==> src/rtl/alu_arbiter.sv <==
// Round-robin share of one single-cycle alu among NB_REQ requesters; result lands in a
// one-entry tagged buffer one cycle after accept, and a stalled buffer blocks new grants.
module alu_arbiter #(
   parameter int NB_REQ       = 2,
   parameter int XLEN         = 32,
   parameter int NB_OPERATION = 8
) (
   input  logic                                clk,
   input  logic                                reset_n,
   input  logic                                flush_i,
   input  logic [NB_REQ-1:0]                   req_valid_i,
   input  logic [NB_REQ-1:0][XLEN:0]           req_rs1_i,
   input  logic [NB_REQ-1:0][XLEN:0]           req_rs2_i,
   input  logic [NB_REQ-1:0][NB_OPERATION-1:0] req_cmd_i,
   output logic [NB_REQ-1:0]                   req_ready_o,
   output logic                                alu_en_o,
   output logic [XLEN:0]                       alu_rs1_o,
   output logic [XLEN:0]                       alu_rs2_o,
   output logic [NB_OPERATION-1:0]             alu_cmd_o,
   input  logic [XLEN-1:0]                     alu_data_i,
   output logic                                resp_valid_o,
   output logic [$clog2(NB_REQ)-1:0]           resp_id_o,
   output logic [XLEN-1:0]                     resp_data_o,
   input  logic                                resp_ready_i
);

   localparam int ID_W = $clog2(NB_REQ);

   typedef enum logic {EMPTY, FULL} state_t;

   state_t            state, state_nxt;
   logic [ID_W-1:0]   rr_ptr;
   logic [ID_W-1:0]   gnt_idx;
   logic [ID_W-1:0]   cand;
   logic [NB_REQ-1:0] grant;
   logic              gnt_any;
   logic              can_issue;
   int                scan;

   assign can_issue   = ((state == EMPTY) || resp_ready_i) && !flush_i;
   assign req_ready_o = grant;

   // First valid requester at or after rr_ptr, wrapping modulo NB_REQ.
   always_comb begin
      grant   = '0;
      gnt_idx = '0;
      gnt_any = 1'b0;
      cand    = '0;
      scan    = 0;
      for (int k = 0; k < NB_REQ; k++) begin
         scan = int'(rr_ptr) + k;
         if (scan >= NB_REQ) scan = scan - NB_REQ;
         cand = ID_W'(scan);
         if (can_issue && !gnt_any && req_valid_i[cand]) begin
            gnt_any     = 1'b1;
            gnt_idx     = cand;
            grant[cand] = 1'b1;
         end
      end
   end

   always_ff @(posedge clk or negedge reset_n) begin
      if (!reset_n) state <= EMPTY;
      else          state <= state_nxt;
   end

   // Flush wins over everything; a grant always (re)fills the buffer.
   always_comb begin
      state_nxt = state;
      if (flush_i)           state_nxt = EMPTY;
      else if (gnt_any)      state_nxt = FULL;
      else if (resp_ready_i) state_nxt = EMPTY;
   end

   always_comb begin
      resp_valid_o = (state == FULL);
      alu_en_o     = gnt_any;
      alu_rs1_o    = '0;
      alu_rs2_o    = '0;
      alu_cmd_o    = '0;
      if (gnt_any) begin
         alu_rs1_o = req_rs1_i[gnt_idx];
         alu_rs2_o = req_rs2_i[gnt_idx];
         alu_cmd_o = req_cmd_i[gnt_idx];
      end
   end

   always_ff @(posedge clk or negedge reset_n) begin
      if (!reset_n) begin
         rr_ptr      <= '0;
         resp_data_o <= '0;
         resp_id_o   <= '0;
      end else if (gnt_any) begin
         rr_ptr      <= (gnt_idx == ID_W'(NB_REQ - 1)) ? '0 : gnt_idx + ID_W'(1);
         resp_data_o <= alu_data_i;
         resp_id_o   <= gnt_idx;
      end
   end

endmodule

==> config.mk <==
export PLATFORM = sky130hd
export DESIGN_NAME = alu_arbiter
export DESIGN_NICKNAME = d
export VERILOG_FILES = /design/src/rtl/alu_arbiter.sv
export SDC_FILE = /design/constraint.sdc
export NUM_CORES = 1
export LEC_CHECK = 0
export BUFFER_PORTS_ARGS = -buffer_cell sky130_fd_sc_hd__buf_2
export CELL_PAD_IN_SITES_DETAIL_PLACEMENT = 0
export CELL_PAD_IN_SITES_GLOBAL_PLACEMENT = 1
export CORE_AREA = 2 2 117 119
export CTS_CLUSTER_SIZE = 10
export DETAILED_ROUTE_END_ITERATION = 16
export DIE_AREA = 0 0 119 121
export MAX_ROUTING_LAYER = met4
export PLACE_DENSITY_LB_ADDON = 0.25
export SLEW_MARGIN = 20
export SYNTH_ARGS = -nofsm -noshare
export SYNTH_HDL_FRONTEND = slang
export SYNTH_SLANG_ARGS = --single-unit
==> constraint.sdc <==
create_clock -name clk -period 2.2 [get_ports clk]
set_clock_uncertainty 0.2 [all_clocks]
set_input_delay 0.22 -clock clk [delete_from_list [all_inputs] [get_ports clk]]
set_output_delay 0.22 -clock clk [all_outputs]
set_load 0.05 [all_outputs]
==> results of run 1 <==
routing by layer:
layer | up-vias | wire length (um)
met5 | - | 0
met4 | 0 | 183
met3 | 18 | 712
met2 | 153 | 6200
met1 | 1427 | 4340
li1 | 1363 | -
state kept, by name, indices dropped and copies added (netlist names):
name	cells
resp_data_o	32
rr_ptr	1
resp_valid_o	1
resp_id_o	1
Yosys cell counts:
library cell / number
a22o_1: 74
dfrtp_1: 35
mux2_2: 20
mux2_1: 12
buf_2: 8
buf_6: 7
a2111oi_4: 2
buf_4: 2
clkbuf_1: 2
inv_1: 2
inv_2: 2
o21bai_1: 2
a211oi_4: 1
nor2_1: 1
nor2b_2: 1
nor3_1: 1
critical path, stage by stage (launching register included):
cell and delay [ps]:
dfrtp_1 400, inv_2 70, a2111oi_4 340, buf_6 180, buf_6 110, clkbuf_16 150, a22o_4 140, buf_8 140
through the flow:
stage | cells | total power [mW] | TNS [ps] | area [um2]
floorplan | 172 | 1.87 | -3890 | 2320
global route | 685 | 3.42 | -6080 | 5450
CTS | 681 | 3.26 | -4560 | 5210
detailed placement | 633 | 2.31 | 0 | 3980
global placement | 633 | 2.30 | 0 | 3980
finish | 685 | 3.29 | -285 | 5450
path summary, 6_finish.rpt:
check / from / end / slack, ps / cells past startpoint
min in group asynchronous: reset_n / resp_data_o[20] / 380 / 2
setup / recovery: rr_ptr / alu_rs1_o[29] / -40 / 7
setup reg to reg: rr_ptr / resp_id_o / 490 / 7
hold reg to reg: resp_data_o[21] / resp_data_o[21] / 280 / 1
max in group asynchronous: reset_n / resp_data_o[9] / 930 / 2
hold / removal: flush_i / resp_valid_o / 50 / 2
power groups by stage:
stage	Combinational, mW	Sequential, mW	Clock, mW
4_1_cts	1.80	0.799	0.660
2_1_floorplan	0.701	1.17	0
6_report	1.86	0.798	0.640
3_5_place_dp	1.50	0.809	0
5_1_grt	1.93	0.812	0.684
3_3_place_gp	1.50	0.803	0
logic make-up (layout without fill, tap and decap cells):
group | Yosys count | in the layout | synth area share, %
compound gates | 79 | 79 | 34.4
flops | 35 | 35 | 40.8
buf+inv | 23 | 359 | 7.28
other cells | 0 | 1 | 0
simple gates | 3 | 3 | 0.815
mux | 32 | 32 | 16.8
cell type report:
class | instances | area (um2)
multi-input cells | 114 | 1450
inverters | 4 | 15.0
well taps | 176 | 220
clock buffers | 6 | 129
fillers | 1262 | 7630
diodes | 1 | 2.50
flip-flops and latches | 35 | 876
repair buffers | 349 | 2760
timing repair:
item                                    CTS  global route
endpoints found under the setup margin   76            76
buffers inserted                          7             1
hold buffers                             33             0
gates resized for setup                 197            34
pin swaps                                 8            12
gates cloned                              2             3
endpoints found under the hold margin    67             0
==> results.json, run 1 <==
{
  "num_rows": 42,
  "power_density_nw_per_um2": 604,
  "dpl.hpwl_mm": 8.28,
  "postLayoutSetupSlackWorst_ps": -36.4,
  "start_util_pct": 16.4,
  "drv_slew": 0,
  "vias": 2961,
  "pwr-share-comb_pct": 56.3,
  "relSlewSlack_pct": 48.1,
  "placement.io_buffers": 296,
  "path_class": "reg -> out",
  "grtUsageTotal_pct": 14.7,
  "yosys_warnings": 0,
  "synth-seq-cells": 35,
  "grt_pass1_vias": 3038,
  "layout_common_cells": "220 x buf_2, 47 x buf_8, 43 x a22o_2, 35 x dfrtp_1, 33 x dlygate4sd3_1",
  "syn_nets": 358,
  "synth_area_um2": 2150,
  "crit_required_ps": 1780,
  "cts_buffers": 5,
  "tightestPinTransition_ps": 778,
  "violations": "setup timing",
  "grt-busiest-layer": "met2",
  "synthToLayoutAreaGrowth_pct": 154,
  "clkTransAtPathRegs_ps": 50,
  "cts_max_level": 2,
  "grt_pass1_wl_mm": 16.2,
  "dp_slack_ps": 23.9,
  "timing.max_cap.violations": 0,
  "dr.pass1.iters": 4,
  "core_um2": 13100,
  "seq_area_frac_synth_pct": 40.8,
  "fmax_ghz": 0.447,
  "drive_above_1_share_pct": 82.9,
  "setup.worst_path.end_class": "output port",
  "wire_per_inst_um": 16.7,
  "drt_iter0_drc": 137,
  "finish.utilization_pct": 41.7,
  "setup_viol": 32,
  "gp_congestion": 0.717,
  "intPower_mw": 1.89,
  "seq_power_share_pct": 24.2,
  "ys_types": 16,
  "critPathMaxFanout": 6,
  "clk_latency_ps": 270,
  "grt_overflow": 0,
  "grt_util_met1_pct": 17.1,
  "antenna_found_initial": 1,
  "grt_setup_unrepaired": "true",
  "final_common_cell": "buf_2",
  "period_share_pct": 102,
  "power.leakage_nw": 2.77,
  "syn_avg_cell_area_um2": 12.5,
  "min_period_ps": 2240,
  "hold_path.class": "in -> reg",
  "cts_tree": "yes",
  "cp.arrival_ps": 1820,
  "die_w_um": 119,
  "die_h_um": 121,
  "routed_wl_mm": 11.4,
  "antenna_left": 0,
  "synthCells": 172,
  "grt_util_met3_pct": 3.01,
  "final_nets": 695,
  "synth_top_cells_by_area": "dfrtp_1 41%, a22o_1 30%, mux2_2 10%",
  "peakVddDrop_uv": 304,
  "drc_errors": 0,
  "yosysTopAreaCell": "dfrtp_1",
  "hold_viol_final": 0,
  "swShare_pct": 42.6,
  "status": "finished, violations left",
  "yosys.area.top_type_share_pct": 40.8,
  "viasPerCell": 4.32,
  "cts-root-buf": "clkbuf_16",
  "switching_power_mw": 1.40,
  "die_area_um2": 14400,
  "clkSinkCount": 35,
  "whs_ps": 53.0,
  "clkPwrFrac_pct": 19.4,
  "num_io_pins": 297,
  "cts_buffer_depth": 2,
  "use_met2_pct": 25.7,
  "start_kind": "register",
  "grt_start_max_net_pins": 36
}
Power figures use the tool's default switching activity.
==> run 2, diff against run 1 <==
--- a/config.mk
+++ b/config.mk
@@ -5,13 +5,14 @@
 export SDC_FILE = /design/constraint.sdc
 export NUM_CORES = 1
 export LEC_CHECK = 0
+export ABC_AREA = 1
 export BUFFER_PORTS_ARGS = -buffer_cell sky130_fd_sc_hd__buf_2
 export CELL_PAD_IN_SITES_DETAIL_PLACEMENT = 0
 export CELL_PAD_IN_SITES_GLOBAL_PLACEMENT = 1
-export CORE_AREA = 2 2 117 119
+export CORE_MARGIN = 2
+export CORE_UTILIZATION = 20
 export CTS_CLUSTER_SIZE = 10
 export DETAILED_ROUTE_END_ITERATION = 16
-export DIE_AREA = 0 0 119 121
 export MAX_ROUTING_LAYER = met4
 export PLACE_DENSITY_LB_ADDON = 0.25
 export SLEW_MARGIN = 20
==> results.json, run 2 <==
{
  "ys_dominant_reg_cell": "dfrtp_1",
  "synthArstFlopShare_pct": 100,
  "synth_edf_count": 0,
  "grt_pass1_wl_mm": 20.0,
  "ff2ff_setup_slack_ps": 670,
  "grtUsageTotal_pct": 18.0,
  "syn_nets": 601,
  "cts-root-buf": "clkbuf_16",
  "synth_common_cells": "180 x nand3_1, 146 x nand2_1, 35 x dfrtp_1, 26 x buf_2, 12 x buf_4",
  "dp.cells": 851,
  "swShare_pct": 46.8,
  "final_nets": 918,
  "routed_wl_mm": 14.0,
  "cp.arrival_ps": 1710,
  "drc_errors": 0,
  "yosys.area.top_type_share_pct": 34.3,
  "layout_common_cells": "282 x buf_2, 180 x nand3_1, 145 x nand2_1, 35 x dfrtp_1, 34 x dlygate4sd3_1",
  "start_kind": "register",
  "synth_area_um2": 2630,
  "viasPerCell": 4.61,
  "seq_area_frac_synth_pct": 33.3,
  "r2r-end": "resp_data_o[22]",
  "antenna_left": 0,
  "finish.utilization_pct": 39.2,
  "synthXorXnorAreaFrac_pct": 0,
  "synth-seq-cells": 35,
  "cts_buffers": 5,
  "antenna_found_initial": 1,
  "synthMuxAreaShare_pct": 0,
  "drt_iter0_drc": 265,
  "cts_tree": "yes",
  "dr.pass1.iters": 4,
  "instances_no_fill": 906,
  "yosysTopAreaCell": "nand3_1",
  "setup_viol": 0,
  "vias": 4176,
  "clkTransAtPathRegs_ps": 50,
  "synth_compound_area_share_pct": 1.10,
  "finalPower_mw": 3.08,
  "hold_viol_final": 0,
  "start_util_pct": 20.6,
  "pwr-share-comb_pct": 52.9,
  "period_share_pct": 96.9,
  "seq_power_share_pct": 25.6,
  "path_class": "reg -> out",
  "fin_area_um2": 4980,
  "cts_buffer_depth": 2,
  "power_density_nw_per_um2": 619,
  "hold_path.class": "in -> reg",
  "r2r_cells": 5,
  "wire_per_inst_um": 15.4,
  "intPower_mw": 1.64,
  "synth_top_cells_by_area": "nand3_1 34%, dfrtp_1 33%, nand2_1 21%",
  "fmax_ghz": 0.469,
  "grt_pass1_vias": 3876,
  "synth.most_common_cell": "nand3_1",
  "peakVddDrop_uv": 477,
  "yosys.area_share.simple_pct": 55.6,
  "min_period_ps": 2130,
  "drive_above_1_share_pct": 45.3,
  "crit_required_ps": 1780,
  "grt_overflow": 0,
  "drv_slew": 0,
  "critPathMaxFanout": 38,
  "clkPwrFrac_pct": 21.5,
  "synthCells": 415,
  "power.leakage_nw": 3.04,
  "tns_ps": 0,
  "placement.io_buffers": 296,
  "yosys_warnings": 0,
  "synthAdderAreaFrac_pct": 0,
  "final_common_cell": "buf_2",
  "dpl.hpwl_mm": 9.60,
  "timing.max_cap.violations": 0,
  "num_io_pins": 297,
  "switching_power_mw": 1.44,
  "num_rows": 41,
  "r2r_start": "resp_valid_o",
  "worstHoldPathCells": 3,
  "die_w_um": 119,
  "clk_latency_ps": 270,
  "status": "finished, final reports clean",
  "place_area_um2": 4280,
  "gp_congestion": 0.927,
  "tightestPinTransition_ps": 801,
  "die_area_um2": 14100,
  "relSlewSlack_pct": 46.6,
  "hold_path_end": "resp_valid_o",
  "min_from": "req_valid_i[1]",
  "grt_start_max_net_pins": 80,
  "core_um2": 12700,
  "die_h_um": 119,
  "clkSinkCount": 35,
  "ys_types": 13,
  "top_register": "resp_data_o",
  "synth_top_family_by_area": "simple AND/OR/NAND/NOR gates",
  "syn_avg_cell_area_um2": 6.33,
  "synthToLayoutAreaGrowth_pct": 89.7,
  "setup.worst_path.end_class": "output port",
  "cts_max_level": 2,
  "largest_reg_flops": 32
}
[run 2: worst max-delay path by stage]
stage / end / cells after the start / from / slack [ps]
final: alu_rs2_o[31] / 6 / rr_ptr / 70
after global placement: req_ready_o[0] / 5 / resp_valid_o / 220
after floorplan: alu_rs1_o[11] / 5 / resp_valid_o / 210
after global routing: alu_rs1_o[28] / 6 / resp_valid_o / -10
after CTS: alu_rs2_o[30] / 6 / rr_ptr / 10
after detailed placement: req_ready_o[0] / 5 / resp_valid_o / 210
[run 2: logic make-up after synthesis]
| family | count (synthesis) |
|---|---|
| buffers and inverters | 49 |
| AOI/OAI and AO/OA | 4 |
| and+or+nand+nor | 327 |
| DFF | 35 |
[run 2: through the flow]
step / setup WS [ps] / hold WS, ps
finish: 69.2 / 81.6
global route: -12.0 / 78.9
CTS: 14.8 / 76.7
detailed placement: 210 / 174
global placement: 220 / 163
floorplan: 211 / -276
[run 2: final cells by class]
type,count,area (um2)
Multi-Input combinational cell,331,1520
Sequential cell,35,876
Fill cell,1423,7740
Inverter,7,26.3
Timing Repair Buffer,352,2210
Clock inverter,1,5.00
Antenna cell,1,2.50
Tap cell,172,215
Clock buffer,7,133
[run 2: timing repair]
| item | in CTS | in global routing |
|---|---|---|
| endpoints found under the setup margin | 36 | 65 |
| hold endpoints to repair | 68 | 0 |
| buffers inserted | 5 | 2 |
| resized for setup | 3 | 15 |
| hold buffers | 34 | 0 |
| pin swaps | 1 | 1 |
| gates cloned | 1 | 4 |
[run 2: critical path, stage by stage, from the launching register on]
cell and delay (ps):
dfrtp_1 420, inv_2 60, a21oi_4 200, buf_12 250, nand3_1 100, nand2_1 100, buf_2 270
[run 2: layer usage]
layer	wire length [um]	vias to the layer above	track usage, %
met5	0	-	-
met4	259	0	4.91
met1	5550	1950	20.7
met2	7290	181	31.9
li1	-	2028	-
met3	892	17	3.33
[run 2: power groups by stage]
stage | sequential, mW | combinational, mW | clock (mW)
floorplan | 1.11 | 0.716 | 0
global placement | 0.796 | 1.50 | 0
detailed placement | 0.796 | 1.51 | 0
CTS | 0.788 | 1.59 | 0.693
global route | 0.799 | 1.73 | 0.723
finish | 0.788 | 1.63 | 0.663
